File: src/rtl/ht_res_mux.sv
// Round-robin merge of CHANNELS result streams into one stream through a 2-entry skid FIFO.
// Optional per-channel accept counters are enabled with HT_RES_MUX_STATS_EN.
module ht_res_mux #(
    parameter int unsigned CHANNELS = 4,
    parameter int unsigned RESULT_W = 64,
    parameter int unsigned CNT_W    = 16
) (
    input  logic                         clk_i,
    input  logic                         rst_i,
    input  logic [CHANNELS*RESULT_W-1:0] res_i,
    input  logic [CHANNELS-1:0]          res_valid_i,
    output logic [CHANNELS-1:0]          res_ready_o,
    output logic [RESULT_W-1:0]          res_o,
    output logic [$clog2(CHANNELS)-1:0]  res_chan_o,
    output logic                         res_valid_o,
    input  logic                         res_ready_i
`ifdef HT_RES_MUX_STATS_EN
    ,
    output logic [CHANNELS*CNT_W-1:0]    stat_cnt_o
`endif
);

    localparam int unsigned ChanW = $clog2(CHANNELS);
    typedef logic [ChanW-1:0] chan_t;

    chan_t                rr_ptr_q, rr_ptr_d;
    logic [1:0]           count_q, count_d;
    logic                 rd_ptr_q, wr_ptr_q;
    logic [RESULT_W-1:0]  data_q [2];
    chan_t                chan_q [2];

    logic [RESULT_W-1:0]  res_arr [CHANNELS];
    logic                 gnt_vld;
    chan_t                gnt_idx;
    logic                 in_fire, out_fire;

    always_comb begin
        for (int k = 0; k < int'(CHANNELS); k++) begin
            res_arr[k] = res_i[k*RESULT_W +: RESULT_W];
        end
    end

    // First valid channel at or after rr_ptr, wrapping.
    always_comb begin : arb
        int unsigned cand;
        chan_t       cand_c;
        gnt_vld = 1'b0;
        gnt_idx = '0;
        cand    = 0;
        cand_c  = '0;
        for (int unsigned i = 0; i < CHANNELS; i++) begin
            cand   = (32'(rr_ptr_q) + i) % CHANNELS;
            cand_c = chan_t'(cand);
            if (!gnt_vld && res_valid_i[cand_c]) begin
                gnt_vld = 1'b1;
                gnt_idx = cand_c;
            end
        end
    end

    // Ready never looks at res_ready_i, so a full FIFO stalls inputs for one cycle.
    always_comb begin
        res_ready_o = '0;
        if (rst_i && gnt_vld && (count_q != 2'd2)) begin
            res_ready_o[gnt_idx] = 1'b1;
        end
    end

    assign in_fire  = |(res_ready_o & res_valid_i);
    assign out_fire = (count_q != 2'd0) && res_ready_i;

    always_comb begin
        count_d  = count_q + {1'b0, in_fire} - {1'b0, out_fire};
        rr_ptr_d = rr_ptr_q;
        if (in_fire) begin
            rr_ptr_d = (gnt_idx == chan_t'(CHANNELS - 1)) ? '0 : gnt_idx + 1'b1;
        end
    end

    always_ff @(posedge clk_i or negedge rst_i) begin
        if (!rst_i) begin
            count_q  <= '0;
            rr_ptr_q <= '0;
            rd_ptr_q <= 1'b0;
            wr_ptr_q <= 1'b0;
            for (int i = 0; i < 2; i++) begin
                data_q[i] <= '0;
                chan_q[i] <= '0;
            end
        end else begin
            count_q  <= count_d;
            rr_ptr_q <= rr_ptr_d;
            if (in_fire) begin
                data_q[wr_ptr_q] <= res_arr[gnt_idx];
                chan_q[wr_ptr_q] <= gnt_idx;
                wr_ptr_q         <= ~wr_ptr_q;
            end
            if (out_fire) begin
                rd_ptr_q <= ~rd_ptr_q;
            end
        end
    end

    assign res_valid_o = (count_q != 2'd0);
    assign res_o       = data_q[rd_ptr_q];
    assign res_chan_o  = chan_q[rd_ptr_q];

`ifdef HT_RES_MUX_STATS_EN
    logic [CNT_W-1:0] stat_q [CHANNELS];

    // Saturating, so a stuck-busy channel reads as all ones rather than wrapping.
    always_ff @(posedge clk_i or negedge rst_i) begin
        if (!rst_i) begin
            for (int k = 0; k < int'(CHANNELS); k++) begin
                stat_q[k] <= '0;
            end
        end else begin
            for (int k = 0; k < int'(CHANNELS); k++) begin
                if (in_fire && (gnt_idx == chan_t'(k)) && (stat_q[k] != '1)) begin
                    stat_q[k] <= stat_q[k] + 1'b1;
                end
            end
        end
    end

    always_comb begin
        stat_cnt_o = '0;
        for (int k = 0; k < int'(CHANNELS); k++) begin
            stat_cnt_o[k*CNT_W +: CNT_W] = stat_q[k];
        end
    end
`endif

endmodule

File: config.mk
export PLATFORM = sky130hd
export DESIGN_NAME = ht_res_mux
export DESIGN_NICKNAME = d
export VERILOG_FILES = /design/src/rtl/ht_res_mux.sv
export SDC_FILE = /design/constraint.sdc
export NUM_CORES = 1
export LEC_CHECK = 0
export CORE_MARGIN = 3
export CORE_UTILIZATION = 45
export DETAILED_ROUTE_END_ITERATION = 8
export PLACE_DENSITY_LB_ADDON = 0.3
export SYNTH_ARGS = -nofsm -noshare
export SYNTH_HDL_FRONTEND = slang
export SYNTH_SLANG_ARGS = --single-unit
File: constraint.sdc
create_clock -name clk_i -period 5.45 [get_ports clk_i]
set_clock_uncertainty 0.05 [all_clocks]
set_input_delay 0.8175 -clock clk_i [delete_from_list [all_inputs] [get_ports clk_i]]
set_output_delay 0.8175 -clock clk_i [all_outputs]
set_load 0.005 [all_outputs]
After elaboration in Yosys (flattened, before gate mapping). Cells that the tools add are included.

Bits in registers: 138. Output and inout port bits: 71. Logic and storage cells: 80.

Bitwise gates (word level): 6. Equal/unequal tests: 2. $lt $le $gt $ge: 10. Reduce and logical (&&, ||, !) cells: 13. Multiplexer cells: 35. Add/sub/neg operators: 6.

Operator list (number): 2-to-1 mux 64 bit (6); binary-select mux 64 bit (select 2 bit) (1); bitwise mux 128 bit (1); demux 64 bit (select 1 bit) (1); 2-to-1 mux 2 bit (9); less-than comparator 2 x 3 -> 1 bit (second input constant) (5); 2-to-1 mux 1 bit (9); binary-select mux 1 bit (select 2 bit) (4); logical AND 1 bit (8); adder 2 x 1 -> 2 bit (second input constant) (2); adder 2 bit (second input constant) (2); AND 4 bit (1); bitwise mux 4 bit (1); greater-or-equal comparator 2 bit (second input constant) (2); 2-to-1 mux 4 bit (1); inverter 1 -> 2 bit (2); OR reduction 4 bit (1); greater-or-equal comparator 3 bit (second input constant) (1); zero test 1 bit (3); inverter 2 -> 3 bit (1); adder 2 x 1 -> 2 bit (1); demux 1 bit (select 2 bit) (1); demux 2 bit (select 1 bit) (1); equality test 2 bit (second input constant) (1); 6 further kinds (7).

Depth between registers and ports, before layout. Gate-level depths: netlist of run 1.

Depth in word-level cells: 21. Mapped depth: 17. Gate-level depth less buffers: 13.

Worst setup path after synthesis of run 1. No wires, ideal clock.

Path kind: in2reg. Start point: in res_valid_i[0]. End point: reg count_q[1]. Setup time: 125 ps. Required time: 5275 ps. Stages: 16. Data arrival time: 3031 ps. Slack: 2245 ps. Buffers on the path: 3. Path through: nand2b_1 > a21oi_1 > or3_1 > buf_2 > buf_6 > buf_6 > inv_1 > ha_1 > nor2b_1 > o21ai_0 > o21ai_1 > ha_1 > inv_1 > ha_1 > xnor2_1 > xnor2_1.

Cells in the longest elaborated chain, start to end: 21. Elaborated cells between the ends (all ways): 34.

Ends and longest elaborated chain: start: declaration (line 11) `input logic [CHANNELS-1:0] res_valid_i,`; binary-select mux 1 bit (select 2 bit) (line 54) `if (!gnt_vld && res_valid_i[cand_c]) begin`; 2-to-1 mux 1 bit (not written as such) (line 54); 2-to-1 mux 1 bit (line 54); zero test 1 bit (line 54); logical AND 1 bit (line 54); 2-to-1 mux 1 bit (line 54); zero test 1 bit (line 54); logical AND 1 bit (line 54); (+6 left out); 2-to-1 mux 1 bit (not written as such) (line 65) `res_ready_o[gnt_idx] = 1'b1;`; demux 1 bit (select 2 bit) (line 65); 2-to-1 mux 4 bit (line 64) `if (rst_i && gnt_vld && (count_q != 2'd2)) begin`; AND 4 bit * (line 69) `assign in_fire = |(res_ready_o & res_valid_i);`; OR reduction 4 bit * (line 69); adder 2 x 1 -> 2 bit * (line 73) `count_d = count_q + {1'b0, in_fire} - {1'b0, out_fire};`; subtractor 2 x 1 -> 2 bit * (line 73); via count_d[1] (line 27) `logic [1:0] count_q, count_d;`; end signal: assignment (line 91) `count_q <= count_d;`; end: declaration (line 27).

Mark *: on every way through the listed nets, which the timed path passes. The rest lies on a longest branch. The select of a mux whose other input is x is not followed. A chain may end at the register's enable or synchronous reset.

Worst setup path in the final report of run 1.
Start point: in res_valid_i[0]. End point: out res_ready_o[1].

Cells in the longest elaborated chain, start to end: 17. Elaborated cells between the ends (all ways): 30.

Ends and longest elaborated chain: binary-select mux 1 bit (select 2 bit) (line 54); 2-to-1 mux 1 bit (not written as such) (line 54); 2-to-1 mux 1 bit (line 54); zero test 1 bit (line 54); logical AND 1 bit (line 54); 2-to-1 mux 1 bit (line 54); zero test 1 bit (line 54); logical AND 1 bit (line 54); 2-to-1 mux 1 bit (line 54); zero test 1 bit (line 54); logical AND 1 bit (line 54); 2-to-1 mux 2 bit (line 54); less-than comparator 2 x 3 -> 1 bit (not written as such) or greater-or-equal comparator 2 x 1 -> 1 bit (tied branches) (line 65); logical AND 1 bit (not written as such) (line 65); 2-to-1 mux 1 bit (not written as such) (line 65); demux 1 bit (select 2 bit) (line 65); 2-to-1 mux 4 bit * (line 64); end: declaration (line 12) `output logic [CHANNELS-1:0] res_ready_o,`.

Mark *: on every way between the ends. The rest lies on a longest branch, timed or not. The select of a mux whose other input is x is not followed.

==> flow_metrics.env, run 1 <==
export IMPL_crit_path_frequent_cell="clkdlybuf4s50_1"
export IMPL_cp_slowest_cell="clkdlybuf4s50_1"
export IMPL_area_growth_pct=44.2
export IMPL_yosysTopAreaCellShare=0.385
export IMPL_max_slew_margin_rel=0.333
export IMPL_post_place_cells=1451
export IMPL_postCtsHoldBufs=0
export IMPL_viasPerCell=5.81
export IMPL_first_pass_iters=5
export IMPL_fin_crit_ps=3830
export IMPL_startpoint_type="input pin"
export IMPL_die_width_um=147
export IMPL_synthDistinctLibCells=35
export IMPL_numPortBuffers=333
export IMPL_synth_warnings=0
export IMPL_critPathRequiredTime_ps=4580
export IMPL_synth_edf_count=0
export IMPL_hold_viol=0
export IMPL_critPathMaxFanout=28
export IMPL_cts_tree="done"
export IMPL_tns_ps=0
export IMPL_synth_area_sq_mm=0.00897
export IMPL_max_stage_delay_ps=560
export IMPL_cts_sinks=138
export IMPL_crit_type="input pin to primary output"
export IMPL_ios=334
export IMPL_yosysMostFrequentCell="nand2_1"
export IMPL_critPathArrivalTime_ps=2960
export IMPL_cts_setup_buffers=0
export IMPL_num_vias=8618
export IMPL_dieArea_sq_mm=0.0217
export IMPL_synth_seq_cells=138
export IMPL_path_buf_inv=3
export IMPL_nets=1471
export IMPL_vdd_drop_max_mv=0.252
export IMPL_p_leak_nw=5.11
export IMPL_cts_buffer_depth=2
export IMPL_synthesis_nets=1209
export IMPL_synth_top_cell_by_area="dfrtp_1"
export IMPL_final_period_utilization=0.703
export IMPL_fmax_ghz=0.261
export IMPL_drive_gt1_frac=0.165
export IMPL_synth_avg_cell_area_sq_um=9.51
export IMPL_path_delay_family="buffers and inverters"
export IMPL_avgRoutedWirePerCell_um=19.4
export IMPL_drtAntennaViolNets=0
export IMPL_hold_class="input pin to async pin"
export IMPL_setup_viol_count_final=0
export IMPL_gp_congestion=0.863
export IMPL_globalRouteOverflowTotal=0
export IMPL_drc_errors=0
export IMPL_ys_flop_type="dfrtp_1"
export IMPL_synth_area_leaders="dfrtp_1 (38%), a211oi_2 (11%), o31ai_1 (11%), mux2_2 (8.4%), nand2_1 (8.2%)"
export IMPL_startpoint="res_valid_i[0]"
export IMPL_reg2reg_from="rr_ptr_q[1]"
export IMPL_clk_pin_slew_ps=60
export IMPL_cp_cell_sequence="clkdlybuf4s50_1, a21o_1, a21oi_1, o22ai_4, buf_4, and3_1, clkdlybuf4s50_1"
export IMPL_slew_viol_final=0
export IMPL_start_util=0.460
export IMPL_synth_commonest_cells="nand2_1 (196), dfrtp_1 (138), o31ai_1 (126), a211oi_2 (76), mux2_2 (67)"
export IMPL_clk_latency_ps=410
export IMPL_grt_max_degree=133
export IMPL_root_buffer="clkbuf_16"
export IMPL_status="finished, final reports clean"
export IMPL_drt_wl_total_um=28800
export IMPL_cts_resized=0
export IMPL_max_slew_worst_pin_slew_ps=998
export IMPL_hold_ws_ps=348
export IMPL_total_power_mw=6.70
export IMPL_synthesis_instances=943
export IMPL_htree_levels=4
export IMPL_async_flop_share=1.00
export IMPL_numCtsBuffers=17
export IMPL_core_sq_mm=0.0195
export IMPL_ys_seq_area_frac=0.385
export IMPL_first_iter_violations=374
export IMPL_grt_pass1_wl_um=46100
export IMPL_grt_antenna_before_repair=1
export IMPL_rsz0062_at_grt="no"
export IMPL_grt_pass1_vias=8808
export IMPL_cap_viol_max_count=0
export IMPL_powerDensity_mw_per_mm2=518
export IMPL_row_count=51
export IMPL_endpoint_kind="primary output"
export IMPL_fp_dieH_um=147
export IMPL_hpwl_um=19300
export IMPL_grt_usage=0.264
export IMPL_stdcell_count=1484
-- report_power, final --
part	total, mW	switching (mW)	internal [mW]
Combinational	3.73	1.93	1.80
Sequential	1.80	0.278	1.52
Clock	1.17	0.444	0.721
Total	6.70	2.65	4.04
-- final cells by class --
cell class / count / area (sq um)
Antenna cell: 1 / 2.50
Clock buffer: 18 / 429
Multi-Input combinational cell: 690 / 5020
Clock inverter: 14 / 171
Tap cell: 265 / 332
Inverter: 8 / 30.0
Fill cell: 1624 / 6590
Sequential cell: 138 / 3450
Timing Repair Buffer: 350 / 3500
-- cells in the final DEF, fill, tap and decap left out, types with 4 or more instances in the layout --
master           Yosys  routed
dfrtp_1            138     137
nand2_1            196     196
a211oi_2            76      76
clkbuf_16            0      17
buf_4                3      14
clkdlybuf4s50_1      0     332
nor2_1               9       8
o31ai_1            126     126
nor4b_1             64      64
a211oi_1            51      51
inv_1                7       7
o21ai_0              4       4
mux2_2              67      67
nor3_1              63      63
-- registers in the layout, indices dropped and copies added (netlist names) --
register / flops
count_q: 2
wr_ptr_q: 1
data_q: 128
rr_ptr_q: 2
chan_q: 4
rd_ptr_q: 1
-- path summary, 6_finish.rpt --
| path | cells after the start | slack, ps | endpoint |
|---|---|---|---|
| max | 7 | 1620 | res_ready_o[1] |
| min | 1 | 350 | data_q[110] |
| max reg2reg | 7 | 2330 | data_q[89] |
| min reg2reg | 2 | 420 | data_q[33] |
| max in group asynchronous | 2 | 3630 | rd_ptr_q |
| min in group clk_i | 2 | 420 | data_q[33] |
-- routing by layer --
layer,global-route usage,up-vias,routed length (um)
met4,0.0904,0,746
met1,0.320,4149,11400
met5,0,-,0
met2,0.456,324,14400
li1,-,4100,-
met3,0.0713,45,2320
-- worst reg2reg max path: stages, from the launching register on --
cell and delay (ps):
dfrtp_1 480, nand2b_1 240, a21oi_4 140, buf_4 400, buf_4 820, nor4b_1 250, a211oi_1 450, o31ai_1 150
-- kinds of logic after synthesis --
kind of cell,synth area share
AO/OA/AOI/OAI,0.270
XOR/XNOR,0.00293
adder cells (fa/ha/maj),0.00418
buffers and inverters,0.0608
flip-flops,0.385
multiplexers,0.0852
AND/OR/NAND/NOR,0.192
-- through the flow --
stage          setup slack [ps]  utilization  cell area [sq um]
4_1_cts                    1610        0.662              12900
2_1_floorplan              2240            -               8970
3_3_place_gp               1600        0.632              12300
6_report                   1620        0.662              12900
5_1_grt                    1490        0.662              12900
3_5_place_dp               1610        0.632              12300
Note: power is estimated with default switching activity, not from simulation.
==> run 2, diff against run 1 <==
--- a/config.mk
+++ b/config.mk
@@ -6,7 +6,7 @@
 export NUM_CORES = 1
 export LEC_CHECK = 0
 export CORE_MARGIN = 3
-export CORE_UTILIZATION = 45
+export CORE_UTILIZATION = 41
 export DETAILED_ROUTE_END_ITERATION = 8
 export PLACE_DENSITY_LB_ADDON = 0.3
 export SYNTH_ARGS = -nofsm -noshare
==> constraint.sdc (replaced) <==
create_clock -name clk_i -period 3.25 [get_ports clk_i]
set_clock_uncertainty 0.05 [all_clocks]
set_input_delay 0.4875 -clock clk_i [delete_from_list [all_inputs] [get_ports clk_i]]
set_output_delay 0.4875 -clock clk_i [all_outputs]
set_load 0.005 [all_outputs]
==> run 2 against run 1 <==
  * Cell count is 1.8% higher
  * Sequential power is 69% higher
  * Hold slack worse by 140 ps
  * Sequential cell count stayed put
  * Clock power is 80% higher
  * Sequential share of layout area is 0.53 points lower
  * Cell area is 2.1% higher
  * Clock-buffer cell count is 4 higher
  * Largest power group unchanged
==> flow_metrics.env, run 2 (synthesized netlist as in run 1, its figures left out) <==
export IMPL_status="finished, final reports clean"
export IMPL_total_power_mw=11.6
export IMPL_dieArea_sq_mm=0.0237
export IMPL_final_common_cell="clkdlybuf4s50_1"
export IMPL_cts_buffer_depth=2
export IMPL_critPathArrivalTime_ps=2560
export IMPL_max_slew_worst_pin_slew_ps=928
export IMPL_clk_pin_slew_ps=60
export IMPL_htree_levels=4
export IMPL_gp_congestion=0.893
export IMPL_vdd_drop_max_mv=0.510
export IMPL_ios=334
export IMPL_critPathMaxFanout=6
export IMPL_drive_gt1_frac=0.177
export IMPL_cts_tree="done"
export IMPL_grt_usage=0.238
export IMPL_p_leak_nw=5.24
export IMPL_drtAntennaViolNets=0
export IMPL_core_sq_mm=0.0213
export IMPL_fillers=1813
export IMPL_critPathRequiredTime_ps=2710
export IMPL_slew_viol_final=0
export IMPL_max_stage_delay_ps=510
export IMPL_cap_viol_max_count=0
export IMPL_placed_cell_area_sq_mm=0.0125
export IMPL_crit_path_frequent_cell="clkdlybuf4s50_1"
export IMPL_cp_cell_sequence="clkdlybuf4s50_1, nand2b_1, a21oi_4, or3_4, inv_1, ha_1, and2_1, clkdlybuf4s50_1"
export IMPL_grt_pass1_vias=8562
export IMPL_top_regs="data_q (128), chan_q (4)"
export IMPL_post_place_cells=1478
export IMPL_startpoint_type="input pin"
export IMPL_cp_num_cells=8
export IMPL_hold_class="input pin to async pin"
export IMPL_viasPerCell=5.69
export IMPL_fp_dieH_um=154
export IMPL_first_pass_iters=5
export IMPL_tns_ps=0
export IMPL_switchingPower_mw=4.49
export IMPL_cts_sinks=138
export IMPL_globalRouteOverflowTotal=0
export IMPL_num_vias=8594
export IMPL_root_buffer="clkbuf_16"
export IMPL_r2r_cells=11
export IMPL_clkPwrFrac=0.182
export IMPL_row_count=53
export IMPL_internal_power_mw=7.11
export IMPL_place_ws_ps=-26.0
export IMPL_hold_ws_ps=206
export IMPL_grt_max_degree=128
export IMPL_timing_final_ws_setup_ps=156
export IMPL_hold_viol=0
export IMPL_pwr_share_comb=0.556
export IMPL_path_buf_inv=3
export IMPL_power_frac_seq=0.263
export IMPL_path_delay_family="buffers and inverters"
export IMPL_layout_common_cells="clkdlybuf4s50_1 (332), nand2_1 (196), dfrtp_1 (137)"
export IMPL_avgRoutedWirePerCell_um=19.1
export IMPL_fin_crit_ps=3090
export IMPL_grt_pass1_wl_um=46000
export IMPL_largest_register="data_q"
export IMPL_final_period_utilization=0.952
export IMPL_numCtsBuffers=17
export IMPL_fmax_ghz=0.323
export IMPL_multi_input_area_sq_mm=0.00502
export IMPL_setup_viol_count_final=0
export IMPL_first_iter_violations=512
export IMPL_powerDensity_mw_per_mm2=878
export IMPL_clk_latency_ps=400
export IMPL_cp_slowest_cell="clkdlybuf4s50_1"
export IMPL_endpoint_kind="primary output"
export IMPL_drc_errors=0
export IMPL_cts_resized=0
export IMPL_design_area_sq_mm=0.0132
export IMPL_largest_reg_flops=128
export IMPL_seq_area_sq_mm=0.00346
export IMPL_die_width_um=154
export IMPL_numPortBuffers=333
export IMPL_nets=1488
export IMPL_hpwl_um=20300
export IMPL_crit_type="input pin to primary output"
export IMPL_stdcell_count=1511
export IMPL_cts_setup_buffers=0
export IMPL_drt_wl_total_um=28900
export IMPL_grt_antenna_before_repair=1
export IMPL_rsz0062_at_grt="no"
export IMPL_start_util=0.422
export IMPL_post_route_util=0.620
export IMPL_max_slew_margin_rel=0.381
export IMPL_area_growth_pct=47.2
export IMPL_postCtsHoldBufs=0
export IMPL_switching_share=0.387
-- run 2: cell types whose count changed in the layout (fill, tap and decap cells not counted) --
cell       before  now
buf_4          14   25
buf_12          3    9
clkbuf_8        0    5
clkinv_4        3    0
bufinv_16       3    4
clkbuf_1        1    0
clkinv_2        3    2
dfrtp_2         1    0
dfrtp_4         0    1
inv_6           2    1
-- run 2: worst paths after layout --
path	from	end	slack, ps
worst min-delay path	rst_i	data_q[58]	210
min in group clk_i	data_q[55]	data_q[55]	420
worst max-delay path	res_valid_i[0]	res_ready_o[3]	160
max in group asynchronous	rst_i	chan_q[2]	1470
worst max register to register	rr_ptr_q[1]	data_q[114]	390
worst min register to register	data_q[55]	data_q[55]	420
-- run 2: layer usage --
| layer | part of all wire | vias to the layer above | track usage |
|---|---|---|---|
| li1 | - | 4133 | - |
| met1 | 0.43 | 4112 | 0.303 |
| met2 | 0.48 | 310 | 0.398 |
| met3 | 0.076 | 39 | 0.0656 |
| met4 | 0.018 | 0 | 0.0652 |
| met5 | 0 | - | 0 |
-- run 2: power by group through the flow --
stage	Sequential (mW)	Combinational, mW	Clock, mW
floorplan	2.86	3.96	0
global placement	3.03	6.39	0
detailed placement	3.07	6.48	0
CTS	3.05	6.51	2.15
global route	3.16	7.04	2.25
finish	3.04	6.44	2.11
-- run 2: layout make-up --
type / count / share of cell area
repair buffers: 367 / 0.280
well taps: 275 / 0.0261
flip-flops and latches: 138 / 0.262
inverters: 8 / 0.00227
clock buffers: 22 / 0.0374
diodes: 1 / 0.000189
clock inverters: 10 / 0.0122
multi-input cells: 690 / 0.380
